### src/rtl/l2_mem_pkg.sv
// Shared types for the L2 bank arbiter: request owner tag and the request payload struct.
// Widths here match the default cut geometry (14-bit word address, 64-bit data).
package l2_mem_pkg;

    localparam int L2_ADDR_WIDTH = 14;
    localparam int L2_DATA_WIDTH = 64;
    localparam int L2_BE_WIDTH   = L2_DATA_WIDTH / 8;

    typedef enum logic {
        OWNER_A = 1'b0,
        OWNER_B = 1'b1
    } owner_e;

    typedef struct packed {
        logic [L2_ADDR_WIDTH-1:0] addr;
        logic                     we;
        logic [L2_DATA_WIDTH-1:0] wdata;
        logic [L2_BE_WIDTH-1:0]   be;
    } bank_req_t;

    function automatic owner_e other_owner(input owner_e o);
        return (o == OWNER_A) ? OWNER_B : OWNER_A;
    endfunction

endpackage

### src/rtl/l2_bank_arb_if.sv
// Two requester ports plus the single-ported cut side of the L2 bank arbiter.
// slave = arbiter view, master = requesters and cut view.
interface l2_bank_arb_if #(
    parameter int ADDR_WIDTH = 14,
    parameter int DATA_WIDTH = 64
);
    localparam int BE_WIDTH = DATA_WIDTH / 8;

    logic                  a_req_i;
    logic                  a_gnt_o;
    logic [ADDR_WIDTH-1:0] a_addr_i;
    logic                  a_we_i;
    logic [DATA_WIDTH-1:0] a_wdata_i;
    logic [BE_WIDTH-1:0]   a_be_i;
    logic                  a_rvalid_o;
    logic [DATA_WIDTH-1:0] a_rdata_o;

    logic                  b_req_i;
    logic                  b_gnt_o;
    logic [ADDR_WIDTH-1:0] b_addr_i;
    logic                  b_we_i;
    logic [DATA_WIDTH-1:0] b_wdata_i;
    logic [BE_WIDTH-1:0]   b_be_i;
    logic                  b_rvalid_o;
    logic [DATA_WIDTH-1:0] b_rdata_o;

    logic                  mem_req_o;
    logic                  mem_we_o;
    logic [ADDR_WIDTH-1:0] mem_addr_o;
    logic [DATA_WIDTH-1:0] mem_wdata_o;
    logic [BE_WIDTH-1:0]   mem_be_o;
    logic [DATA_WIDTH-1:0] mem_rdata_i;

    modport slave (
        input  a_req_i, a_addr_i, a_we_i, a_wdata_i, a_be_i,
        output a_gnt_o, a_rvalid_o, a_rdata_o,
        input  b_req_i, b_addr_i, b_we_i, b_wdata_i, b_be_i,
        output b_gnt_o, b_rvalid_o, b_rdata_o,
        output mem_req_o, mem_we_o, mem_addr_o, mem_wdata_o, mem_be_o,
        input  mem_rdata_i
    );

    modport master (
        output a_req_i, a_addr_i, a_we_i, a_wdata_i, a_be_i,
        input  a_gnt_o, a_rvalid_o, a_rdata_o,
        output b_req_i, b_addr_i, b_we_i, b_wdata_i, b_be_i,
        input  b_gnt_o, b_rvalid_o, b_rdata_o,
        input  mem_req_o, mem_we_o, mem_addr_o, mem_wdata_o, mem_be_o,
        output mem_rdata_i
    );

endinterface

### src/rtl/l2_bank_resp_tracker.sv
// Tracks granted cut accesses: a DEPTH-stage {valid, owner, is_read} shift register.
// Latency DEPTH cycles from push to output; no backpressure, one push per cycle.
module l2_bank_resp_tracker
    import l2_mem_pkg::*;
#(
    parameter int DEPTH = 1
) (
    input  logic   clk_i,
    input  logic   rst_ni,
    input  logic   push_i,
    input  owner_e owner_i,
    input  logic   is_read_i,
    output logic   valid_o,
    output owner_e owner_o,
    output logic   is_read_o
);

    typedef struct packed {
        logic   valid;
        owner_e owner;
        logic   is_read;
    } slot_t;

    slot_t [DEPTH-1:0] pipe_q;
    slot_t [DEPTH-1:0] pipe_d;

    always_comb begin
        pipe_d = pipe_q;
        // Idle slots are kept all-zero so downstream muxes never see stale tags.
        pipe_d[0] = push_i ? slot_t'{valid: 1'b1, owner: owner_i, is_read: is_read_i} : slot_t'('0);
        for (int i = 1; i < DEPTH; i++) begin
            pipe_d[i] = pipe_q[i-1];
        end
    end

    always_ff @(posedge clk_i or negedge rst_ni) begin
        if (!rst_ni) begin
            pipe_q <= '0;
        end else begin
            pipe_q <= pipe_d;
        end
    end

    assign valid_o   = pipe_q[DEPTH-1].valid;
    assign owner_o   = pipe_q[DEPTH-1].owner;
    assign is_read_o = pipe_q[DEPTH-1].is_read;

endmodule

### src/rtl/l2_bank_arb.sv
// Round-robin merge of two bank request ports onto one single-ported L2 cut; optional
// stall counters under L2_BANK_ARB_PERF_EN. Grant is combinational, responses return
// MEM_LATENCY cycles after grant in grant order; a losing port is simply not granted.
module l2_bank_arb
    import l2_mem_pkg::*;
#(
    parameter int ADDR_WIDTH  = L2_ADDR_WIDTH,
    parameter int DATA_WIDTH  = L2_DATA_WIDTH,
    parameter int MEM_LATENCY = 1
) (
    input  logic          clk_i,
    input  logic          rst_ni,
    l2_bank_arb_if.slave  bus,
    output logic [31:0]   a_stall_cnt_o,
    output logic [31:0]   b_stall_cnt_o
);

    localparam int BE_WIDTH = DATA_WIDTH / 8;

    owner_e    rr_q;
    owner_e    rr_d;
    logic      sel_b;
    logic      any_req;
    bank_req_t a_req_s;
    bank_req_t b_req_s;
    bank_req_t win_s;

    logic      trk_valid;
    owner_e    trk_owner;
    logic      trk_is_read;
    logic [DATA_WIDTH-1:0] resp_data;

    always_comb begin
        a_req_s = '{addr:  L2_ADDR_WIDTH'(bus.a_addr_i),
                    we:    bus.a_we_i,
                    wdata: L2_DATA_WIDTH'(bus.a_wdata_i),
                    be:    L2_BE_WIDTH'(bus.a_be_i)};
        b_req_s = '{addr:  L2_ADDR_WIDTH'(bus.b_addr_i),
                    we:    bus.b_we_i,
                    wdata: L2_DATA_WIDTH'(bus.b_wdata_i),
                    be:    L2_BE_WIDTH'(bus.b_be_i)};

        any_req = bus.a_req_i | bus.b_req_i;
        // B wins when alone, or when contending and it holds the round-robin token.
        sel_b   = bus.b_req_i & (~bus.a_req_i | (rr_q == OWNER_B));

        rr_d = rr_q;
        if (bus.a_req_i && bus.b_req_i) begin
            rr_d = other_owner(rr_q);
        end

        win_s = '0;
        if (sel_b) begin
            win_s = b_req_s;
        end else if (bus.a_req_i) begin
            win_s = a_req_s;
        end
    end

    always_ff @(posedge clk_i or negedge rst_ni) begin
        if (!rst_ni) begin
            rr_q <= OWNER_A;
        end else begin
            rr_q <= rr_d;
        end
    end

    assign bus.a_gnt_o     = bus.a_req_i & ~sel_b;
    assign bus.b_gnt_o     = sel_b;
    assign bus.mem_req_o   = any_req;
    assign bus.mem_we_o    = win_s.we;
    assign bus.mem_addr_o  = ADDR_WIDTH'(win_s.addr);
    assign bus.mem_wdata_o = DATA_WIDTH'(win_s.wdata);
    assign bus.mem_be_o    = BE_WIDTH'(win_s.be);

    l2_bank_resp_tracker #(
        .DEPTH (MEM_LATENCY)
    ) u_tracker (
        .clk_i     (clk_i),
        .rst_ni    (rst_ni),
        .push_i    (any_req),
        .owner_i   (sel_b ? OWNER_B : OWNER_A),
        .is_read_i (~win_s.we),
        .valid_o   (trk_valid),
        .owner_o   (trk_owner),
        .is_read_o (trk_is_read)
    );

    // Writes still produce an rvalid pulse, but with zero data.
    assign resp_data      = trk_is_read ? bus.mem_rdata_i : '0;
    assign bus.a_rvalid_o = trk_valid & (trk_owner == OWNER_A);
    assign bus.b_rvalid_o = trk_valid & (trk_owner == OWNER_B);
    assign bus.a_rdata_o  = bus.a_rvalid_o ? resp_data : '0;
    assign bus.b_rdata_o  = bus.b_rvalid_o ? resp_data : '0;

`ifdef L2_BANK_ARB_PERF_EN
    logic [31:0] a_stall_q;
    logic [31:0] a_stall_d;
    logic [31:0] b_stall_q;
    logic [31:0] b_stall_d;

    always_comb begin
        a_stall_d = a_stall_q;
        b_stall_d = b_stall_q;
        if (bus.a_req_i && !bus.a_gnt_o && (a_stall_q != 32'hFFFF_FFFF)) begin
            a_stall_d = a_stall_q + 32'd1;
        end
        if (bus.b_req_i && !bus.b_gnt_o && (b_stall_q != 32'hFFFF_FFFF)) begin
            b_stall_d = b_stall_q + 32'd1;
        end
    end

    always_ff @(posedge clk_i or negedge rst_ni) begin
        if (!rst_ni) begin
            a_stall_q <= '0;
            b_stall_q <= '0;
        end else begin
            a_stall_q <= a_stall_d;
            b_stall_q <= b_stall_d;
        end
    end

    assign a_stall_cnt_o = a_stall_q;
    assign b_stall_cnt_o = b_stall_q;
`else
    assign a_stall_cnt_o = '0;
    assign b_stall_cnt_o = '0;
`endif

endmodule

### src/flat_wrapper.sv
// flat-port wrapper written by rule: the top's interface ports become plain ports
module l2_bank_arb_flat import l2_mem_pkg::*;
#(
    parameter int ADDR_WIDTH  = L2_ADDR_WIDTH,
    parameter int DATA_WIDTH  = L2_DATA_WIDTH,
    parameter int MEM_LATENCY = 1
)
  (clk_i, rst_ni, a_stall_cnt_o, b_stall_cnt_o, bus_a_req_i, bus_a_addr_i, bus_a_we_i, bus_a_wdata_i, bus_a_be_i, bus_a_gnt_o, bus_a_rvalid_o, bus_a_rdata_o, bus_b_req_i, bus_b_addr_i, bus_b_we_i, bus_b_wdata_i, bus_b_be_i, bus_b_gnt_o, bus_b_rvalid_o, bus_b_rdata_o, bus_mem_req_o, bus_mem_we_o, bus_mem_addr_o, bus_mem_wdata_o, bus_mem_be_o, bus_mem_rdata_i);
  l2_bank_arb_if #(.ADDR_WIDTH(ADDR_WIDTH), .DATA_WIDTH(DATA_WIDTH)) bus_i ();
  input  logic clk_i;
  input  logic rst_ni;
  output logic [31:0] a_stall_cnt_o;
  output logic [31:0] b_stall_cnt_o;
  input wire logic [$bits(bus_i.a_req_i)-1:0] bus_a_req_i;
  input wire logic [$bits(bus_i.a_addr_i)-1:0] bus_a_addr_i;
  input wire logic [$bits(bus_i.a_we_i)-1:0] bus_a_we_i;
  input wire logic [$bits(bus_i.a_wdata_i)-1:0] bus_a_wdata_i;
  input wire logic [$bits(bus_i.a_be_i)-1:0] bus_a_be_i;
  output wire logic [$bits(bus_i.a_gnt_o)-1:0] bus_a_gnt_o;
  output wire logic [$bits(bus_i.a_rvalid_o)-1:0] bus_a_rvalid_o;
  output wire logic [$bits(bus_i.a_rdata_o)-1:0] bus_a_rdata_o;
  input wire logic [$bits(bus_i.b_req_i)-1:0] bus_b_req_i;
  input wire logic [$bits(bus_i.b_addr_i)-1:0] bus_b_addr_i;
  input wire logic [$bits(bus_i.b_we_i)-1:0] bus_b_we_i;
  input wire logic [$bits(bus_i.b_wdata_i)-1:0] bus_b_wdata_i;
  input wire logic [$bits(bus_i.b_be_i)-1:0] bus_b_be_i;
  output wire logic [$bits(bus_i.b_gnt_o)-1:0] bus_b_gnt_o;
  output wire logic [$bits(bus_i.b_rvalid_o)-1:0] bus_b_rvalid_o;
  output wire logic [$bits(bus_i.b_rdata_o)-1:0] bus_b_rdata_o;
  output wire logic [$bits(bus_i.mem_req_o)-1:0] bus_mem_req_o;
  output wire logic [$bits(bus_i.mem_we_o)-1:0] bus_mem_we_o;
  output wire logic [$bits(bus_i.mem_addr_o)-1:0] bus_mem_addr_o;
  output wire logic [$bits(bus_i.mem_wdata_o)-1:0] bus_mem_wdata_o;
  output wire logic [$bits(bus_i.mem_be_o)-1:0] bus_mem_be_o;
  input wire logic [$bits(bus_i.mem_rdata_i)-1:0] bus_mem_rdata_i;
  assign bus_i.a_req_i = bus_a_req_i;
  assign bus_i.a_addr_i = bus_a_addr_i;
  assign bus_i.a_we_i = bus_a_we_i;
  assign bus_i.a_wdata_i = bus_a_wdata_i;
  assign bus_i.a_be_i = bus_a_be_i;
  assign bus_a_gnt_o = bus_i.a_gnt_o;
  assign bus_a_rvalid_o = bus_i.a_rvalid_o;
  assign bus_a_rdata_o = bus_i.a_rdata_o;
  assign bus_i.b_req_i = bus_b_req_i;
  assign bus_i.b_addr_i = bus_b_addr_i;
  assign bus_i.b_we_i = bus_b_we_i;
  assign bus_i.b_wdata_i = bus_b_wdata_i;
  assign bus_i.b_be_i = bus_b_be_i;
  assign bus_b_gnt_o = bus_i.b_gnt_o;
  assign bus_b_rvalid_o = bus_i.b_rvalid_o;
  assign bus_b_rdata_o = bus_i.b_rdata_o;
  assign bus_mem_req_o = bus_i.mem_req_o;
  assign bus_mem_we_o = bus_i.mem_we_o;
  assign bus_mem_addr_o = bus_i.mem_addr_o;
  assign bus_mem_wdata_o = bus_i.mem_wdata_o;
  assign bus_mem_be_o = bus_i.mem_be_o;
  assign bus_i.mem_rdata_i = bus_mem_rdata_i;
  l2_bank_arb #(.ADDR_WIDTH(ADDR_WIDTH), .DATA_WIDTH(DATA_WIDTH), .MEM_LATENCY(MEM_LATENCY)) u_core (.clk_i(clk_i), .rst_ni(rst_ni), .bus(bus_i), .a_stall_cnt_o(a_stall_cnt_o), .b_stall_cnt_o(b_stall_cnt_o));
endmodule
### config.mk
export PLATFORM = sky130hd
export DESIGN_NAME = l2_bank_arb_flat
export DESIGN_NICKNAME = d
export VERILOG_FILES = /design/src/rtl/l2_mem_pkg.sv /design/src/rtl/l2_bank_arb_if.sv /design/src/rtl/l2_bank_resp_tracker.sv /design/src/rtl/l2_bank_arb.sv /design/src/flat_wrapper.sv
export SDC_FILE = /design/constraint.sdc
export NUM_CORES = 1
export LEC_CHECK = 0
export ABC_AREA = 0
export BUFFER_PORTS_ARGS = -buffer_cell sky130_fd_sc_hd__buf_2
export CORE_AREA = 5 5 204 206
export DETAILED_ROUTE_END_ITERATION = 6
export DIE_AREA = 0 0 209 211
export GPL_TIMING_DRIVEN = 0
export MAX_ROUTING_LAYER = met4
export PLACE_DENSITY_LB_ADDON = 0.3
export SLEW_MARGIN = 25
export SYNTH_ARGS = -nofsm -noshare
export SYNTH_HDL_FRONTEND = slang
export SYNTH_SLANG_ARGS = --single-unit
### constraint.sdc
create_clock -name clk_i -period 1.3 [get_ports clk_i]
set_input_delay 0.26 -clock clk_i [delete_from_list [all_inputs] [get_ports clk_i]]
set_output_delay 0.26 -clock clk_i [all_outputs]
set_load 0.03 [all_outputs]
# After elaboration in Yosys (flattened, before gate mapping)
# Cells that the tools add are included.
[classes] add_sub_neg=0 mul=0 div_mod_pow=0 n_lt_le_gt_ge=0 n_eq_ne=0 n_shift=0 n_mux=8 bitwise_logic=10 n_reduce_logical=1
[op_table] op="64-bit two-way mux" n=3
[op_table] op="87-bit two-way mux" n=2
[op_table] op="1-bit bitwise AND" n=4
[op_table] op="1-bit NOT" n=4
[op_table] op="3-bit two-way mux" n=1
[op_table] op="1-bit two-way mux" n=2
[op_table] op="1-bit bitwise OR" n=2
[op_table] op="1-bit logical AND" n=1
[totals] reg_bits=4 latchBits=0 mem_bits_rw=0 mem_bits_ro=0 in_bits=242 out_inout_bits=284 memories=0

# Logic depth before layout (Yosys ltp)
[logic_depth] ltp_word=6 depth_mapped=5 mapped_depth_nobuf=2

# By module
# Synthesis repeated with hierarchy kept, for this count alone.
[unflattened] cells_unflattened=412 hier_area_um2=2533.7
[by_module_without_submodules] module="l2_bank_arb" instances=1 cells_per_inst=407 area_each_um2=2446.1 seq_area_each_um2=25.0
[by_module_without_submodules] module="l2_bank_resp_tracker" instances=1 cells_per_inst=5 area_each_um2=87.6 seq_area_each_um2=75.1

# Worst setup path after synthesis
# No wires, ideal clock.
[synth_path] path_kind="register -> output" from="reg u_core.u_tracker.pipe_q, in the netlist u_core.u_tracker.is_read_o" to="out bus_a_rdata_o[11]" arrival_time_ns=1.255 required_ns=1.040 slack_ns=-0.215 path_stages_with_launch=5 n_path_buf=2 path_cell_list="dfrtp_1 buf_2 clkbuf_1 nand2_1 nor2_1"
[synth_between] elab_chain_len=2
[synth_lines] element="from (decl)" line_no="l2_bank_resp_tracker.sv:24" source="slot_t [DEPTH-1:0] pipe_q;"
[synth_lines] element="from (signal assigned)" line_no="l2_bank_resp_tracker.sv:40" source="pipe_q <= pipe_d;"
[synth_lines] element="64-bit two-way mux" line_no="l2_bank_arb.sv:90" source="assign resp_data = trk_is_read ? bus.mem_rdata_i : '0;"
[synth_lines] element="64-bit two-way mux" line_no="l2_bank_arb.sv:93" source="assign bus.a_rdata_o = bus.a_rvalid_o ? resp_data : '0;"
[synth_lines] element="to (decl)" line_no="flat_wrapper.sv:21" source="output wire logic [$bits(bus_i.a_rdata_o)-1:0] bus_a_rdata_o;"
# No other way between the ends.

# Worst setup path after layout
[layout_path] from="reg u_core.rr_q" to="out bus_mem_wdata_o[33]"
[layout_between] elab_chain_len=3
[layout_lines] element="from (decl)" line_no="l2_bank_arb.sv:20" source="owner_e rr_q;"
[layout_lines] element="from (signal assigned)" line_no="l2_bank_arb.sv:64" source="rr_q <= rr_d;"
[layout_lines] element="1-bit bitwise OR" line_no="l2_bank_arb.sv:45" source="sel_b = bus.b_req_i & (~bus.a_req_i | (rr_q == OWNER_B));"
[layout_lines] element="1-bit bitwise AND" line_no="l2_bank_arb.sv:45"
[layout_lines] element="87-bit two-way mux" line_no="l2_bank_arb.sv:53" source="if (sel_b) begin"
[layout_lines] element="to (decl)" line_no="flat_wrapper.sv:33" source="output wire logic [$bits(bus_i.mem_wdata_o)-1:0] bus_mem_wdata_o;"
# No other way between the ends.

==> flow_metrics.py <==
metrics = {
    "setup_path": {
        "worst-path-max-fanout": 10,
        "worst_setup_path_start_kind": "register",
        "cp_data_arrival_time_ns": 1.58,
        "path_depth": 4,
        "r2r_cells": 3,
        "path_class": "reg2out",
        "cpPeakStageDelay_ns": 0.43,
        "r2r_setup_slack_ns": -0.02,
        "rr_endpoint": "u_core.u_tracker.is_read_o$_DFF_PN0_",
        "slowest_stage": "dfrtp_2",
        "crit_buf_inv": 2,
        "critPathLaunch": "u_core.rr_q$_DFFE_PN0P_",
        "r2r_start": "u_core.rr_q$_DFFE_PN0P_",
        "cp_cell_sequence": "nand2b_4 -> buf_6 -> a32o_2 -> buf_4",
        "worst_ep_required_time_ns": 1.04,
        "crit_family": "flip-flops",
        "end_kind": "primary output",
    },
    "sta": {
        "fin_crit_sh_pct": 141,
        "grt_setup_unrepaired": "true",
        "fin_ws_ns": -0.538,
        "max_freq_mhz": 544,
        "fin_skew_ns": 0.00247,
        "tns_ns": -85.85,
        "hold_viol": 0,
        "slew_viol_final": 0,
        "finalSetupViolCount": 221,
        "worst_pin_slew_ns": 0.660,
        "slew_headroom_pct": 56.0,
        "finalCriticalPeriod_ns": 1.84,
    },
    "cts": {
        "root_buffer": "clkbuf_16",
        "tritoncts": "built",
        "clock_path_buffers": 2,
        "clkTransAtPathRegs_ns": 0.03,
        "numCtsBuffers": 3,
        "clk_latency_ns": 0.23,
        "cts.sinks": 4,
        "h-tree-depth": 1,
    },
    "routing": {
        "via_count": 5436,
        "drt_iter0_drc": 210,
        "wirelength_um": 29300,
        "drc": 0,
        "wire_per_inst_um": 19.3,
        "ant_nets": 0,
        "drtPass1Iterations": 4,
        "vias_per_cell": 3.59,
    },
    "synth": {
        "syn_avg_cell_area_um2": 6.26,
        "netlist_instances": 413,
        "seq_area_frac_synth_pct": 3.87,
        "yosys_warnings": 0,
        "ys_seq_elements": 4,
        "syn_area_um2": 2580,
        "synth_cell_types": 18,
    },
    "global_routing": {
        "grt_pass1_vias": 5818,
        "antenna_found_initial": 3,
        "grt_max_degree": 11,
        "grt_overflow": 0,
        "grt_pass1_wl_um": 39100,
        "grt_usage_pct": 12.1,
    },
    "final_layout": {
        "finalNetCount": 1233,
        "register_area_um2": 103,
        "fin_util_pct": 24.6,
        "mostFrequentLayoutCells": "280 x buf_2, 193 x buf_6, 114 x nor2_4",
        "mostFrequentLayoutCell": "buf_2",
        "layout-drive-gt1-share_pct": 90.6,
        "synthToLayoutAreaGrowth_pct": 276,
        "multi_input_area_um2": 3500,
        "num-fill-cells": 4169,
    },
    "power_and_ir_drop": {
        "switching_share_pct": 54.3,
        "vdd.ir_drop.worst_mv": 0.562,
        "power_frac_comb_pct": 93.0,
        "clockPowerShare_pct": 5.0,
        "p_sw_w": 0.00528,
        "internal-power_w": 0.00445,
        "powerDensity_nw_per_um2": 1000,
        "leakage_nw": 4.75,
        "seqPwrFrac_pct": 2.0,
    },
    "die": {
        "start_util_pct": 6.55,
        "ios": 526,
        "die_h_um": 211,
        "fp.dieW_um": 209,
        "dieArea_um2": 44100,
        "fp.coreArea_um2": 39500,
        "num_rows": 73,
    },
    "placed_design": {
        "hpwlAfterDp_um": 22000,
        "portBuffers": 461,
        "place_congestion": 0.923,
    },
    "run": {
        "maxCapViolations": 0,
    },
    "status": {
        "outcome": "finished, violations left",
        "violations": "setup timing",
    },
    "min_path": {
        "whs_path_depth": 3,
        "hold_end": "u_core.rr_q$_DFFE_PN0P_",
        "hold_path_class": "in2reg",
        "hp-start": "bus_a_req_i",
    },
}
-- worst min-delay path, stage by stage --
cell     delay [ns]
buf_2          0.15
nand2_1        0.11
xnor2_1        0.07
-- power groups by stage --
| stage | Clock (W) | Combinational [W] | Sequential (W) |
|---|---|---|---|
| global placement | 0 | 0.00619 | 0.000197 |
| detailed placement | 0 | 0.00618 | 0.000196 |
| global route | 0.000513 | 0.00943 | 0.000205 |
| finish | 0.000484 | 0.00905 | 0.000197 |
| floorplan | 0 | 0.00426 | 0.000177 |
| CTS | 0.000502 | 0.00850 | 0.000201 |
-- kinds of logic after synthesis --
logic type / count (synthesis) / synth area share (%)
other: 1 / 0.145
AND/OR/NAND/NOR: 199 / 29.5
XOR/XNOR: 1 / 0.339
flip-flops: 4 / 3.87
buffers and inverters: 119 / 31.7
AO/OA/AOI/OAI: 89 / 34.5
-- worst max path at each step --
stage                          end  slack [ns]
6_report       bus_mem_wdata_o[33]       -0.54
5_1_grt         bus_mem_wdata_o[8]       -0.60
4_1_cts        bus_mem_wdata_o[33]       -0.59
3_5_place_dp         bus_mem_req_o       -0.72
3_3_place_gp         bus_mem_req_o       -0.69
2_1_floorplan    bus_a_rdata_o[10]       -0.12
-- repair_timing --
item	in CTS	in global routing
buffers inserted	30	8
gates resized for setup	525	167
hold buffers	1	0
cloned	15	2
hold endpoints to repair	4	0
pin swaps	46	55
setup endpoints to repair	222	221
-- per-layer routing --
metal / GRT usage [%] / wire length [µm]
met1: 12.1 / 9990
met2: 23.3 / 16100
met3: 1.56 / 1780
met4: 5.58 / 1410
met5: - / 0
-- synth_stat cells, drive strengths merged --
master,n,area (µm²)
or2,1,6.26
a21boi,1,11.3
conb,1,3.75
buf,99,743
nand2,64,240
nand2b,2,12.5
a32o,88,881
xnor2,1,8.76
nand3,2,10.0
inv,5,18.8
dfrtp,4,100
and2,2,12.5
clkbuf,15,56.3
nor2,128,480
-- per-stage QoR --
stage / area (µm²) / cells / hold slack (ns) / total power, W / setup slack, ns
floorplan: 3570 / 476 / -0.0356 / 0.00443 / -0.117
global placement: 6530 / 1462 / 0.0962 / 0.00638 / -0.688
detailed placement: 6530 / 1462 / 0.0971 / 0.00638 / -0.717
CTS: 9130 / 1510 / 0.462 / 0.00921 / -0.590
global route: 9730 / 1515 / 0.483 / 0.0101 / -0.604
finish: 9730 / 1515 / 0.417 / 0.00973 / -0.538
-- flip-flops by register name (all words and copies together) (netlist names) --
name	cells
u_core.rr_q	1
u_core.u_tracker.valid_o	1
u_core.u_tracker.is_read_o	1
u_core.u_tracker.owner_o	1
-- final cells by class --
class	count	area share, %
timing repair buffer	512	43.7
multi-input combinational	354	36.0
buffer	111	11.5
tap	525	6.75
sequential	4	1.05
clock buffer	3	0.772
inverter	5	0.193
antenna	1	0.0257
Power figures use the tool's default switching activity.
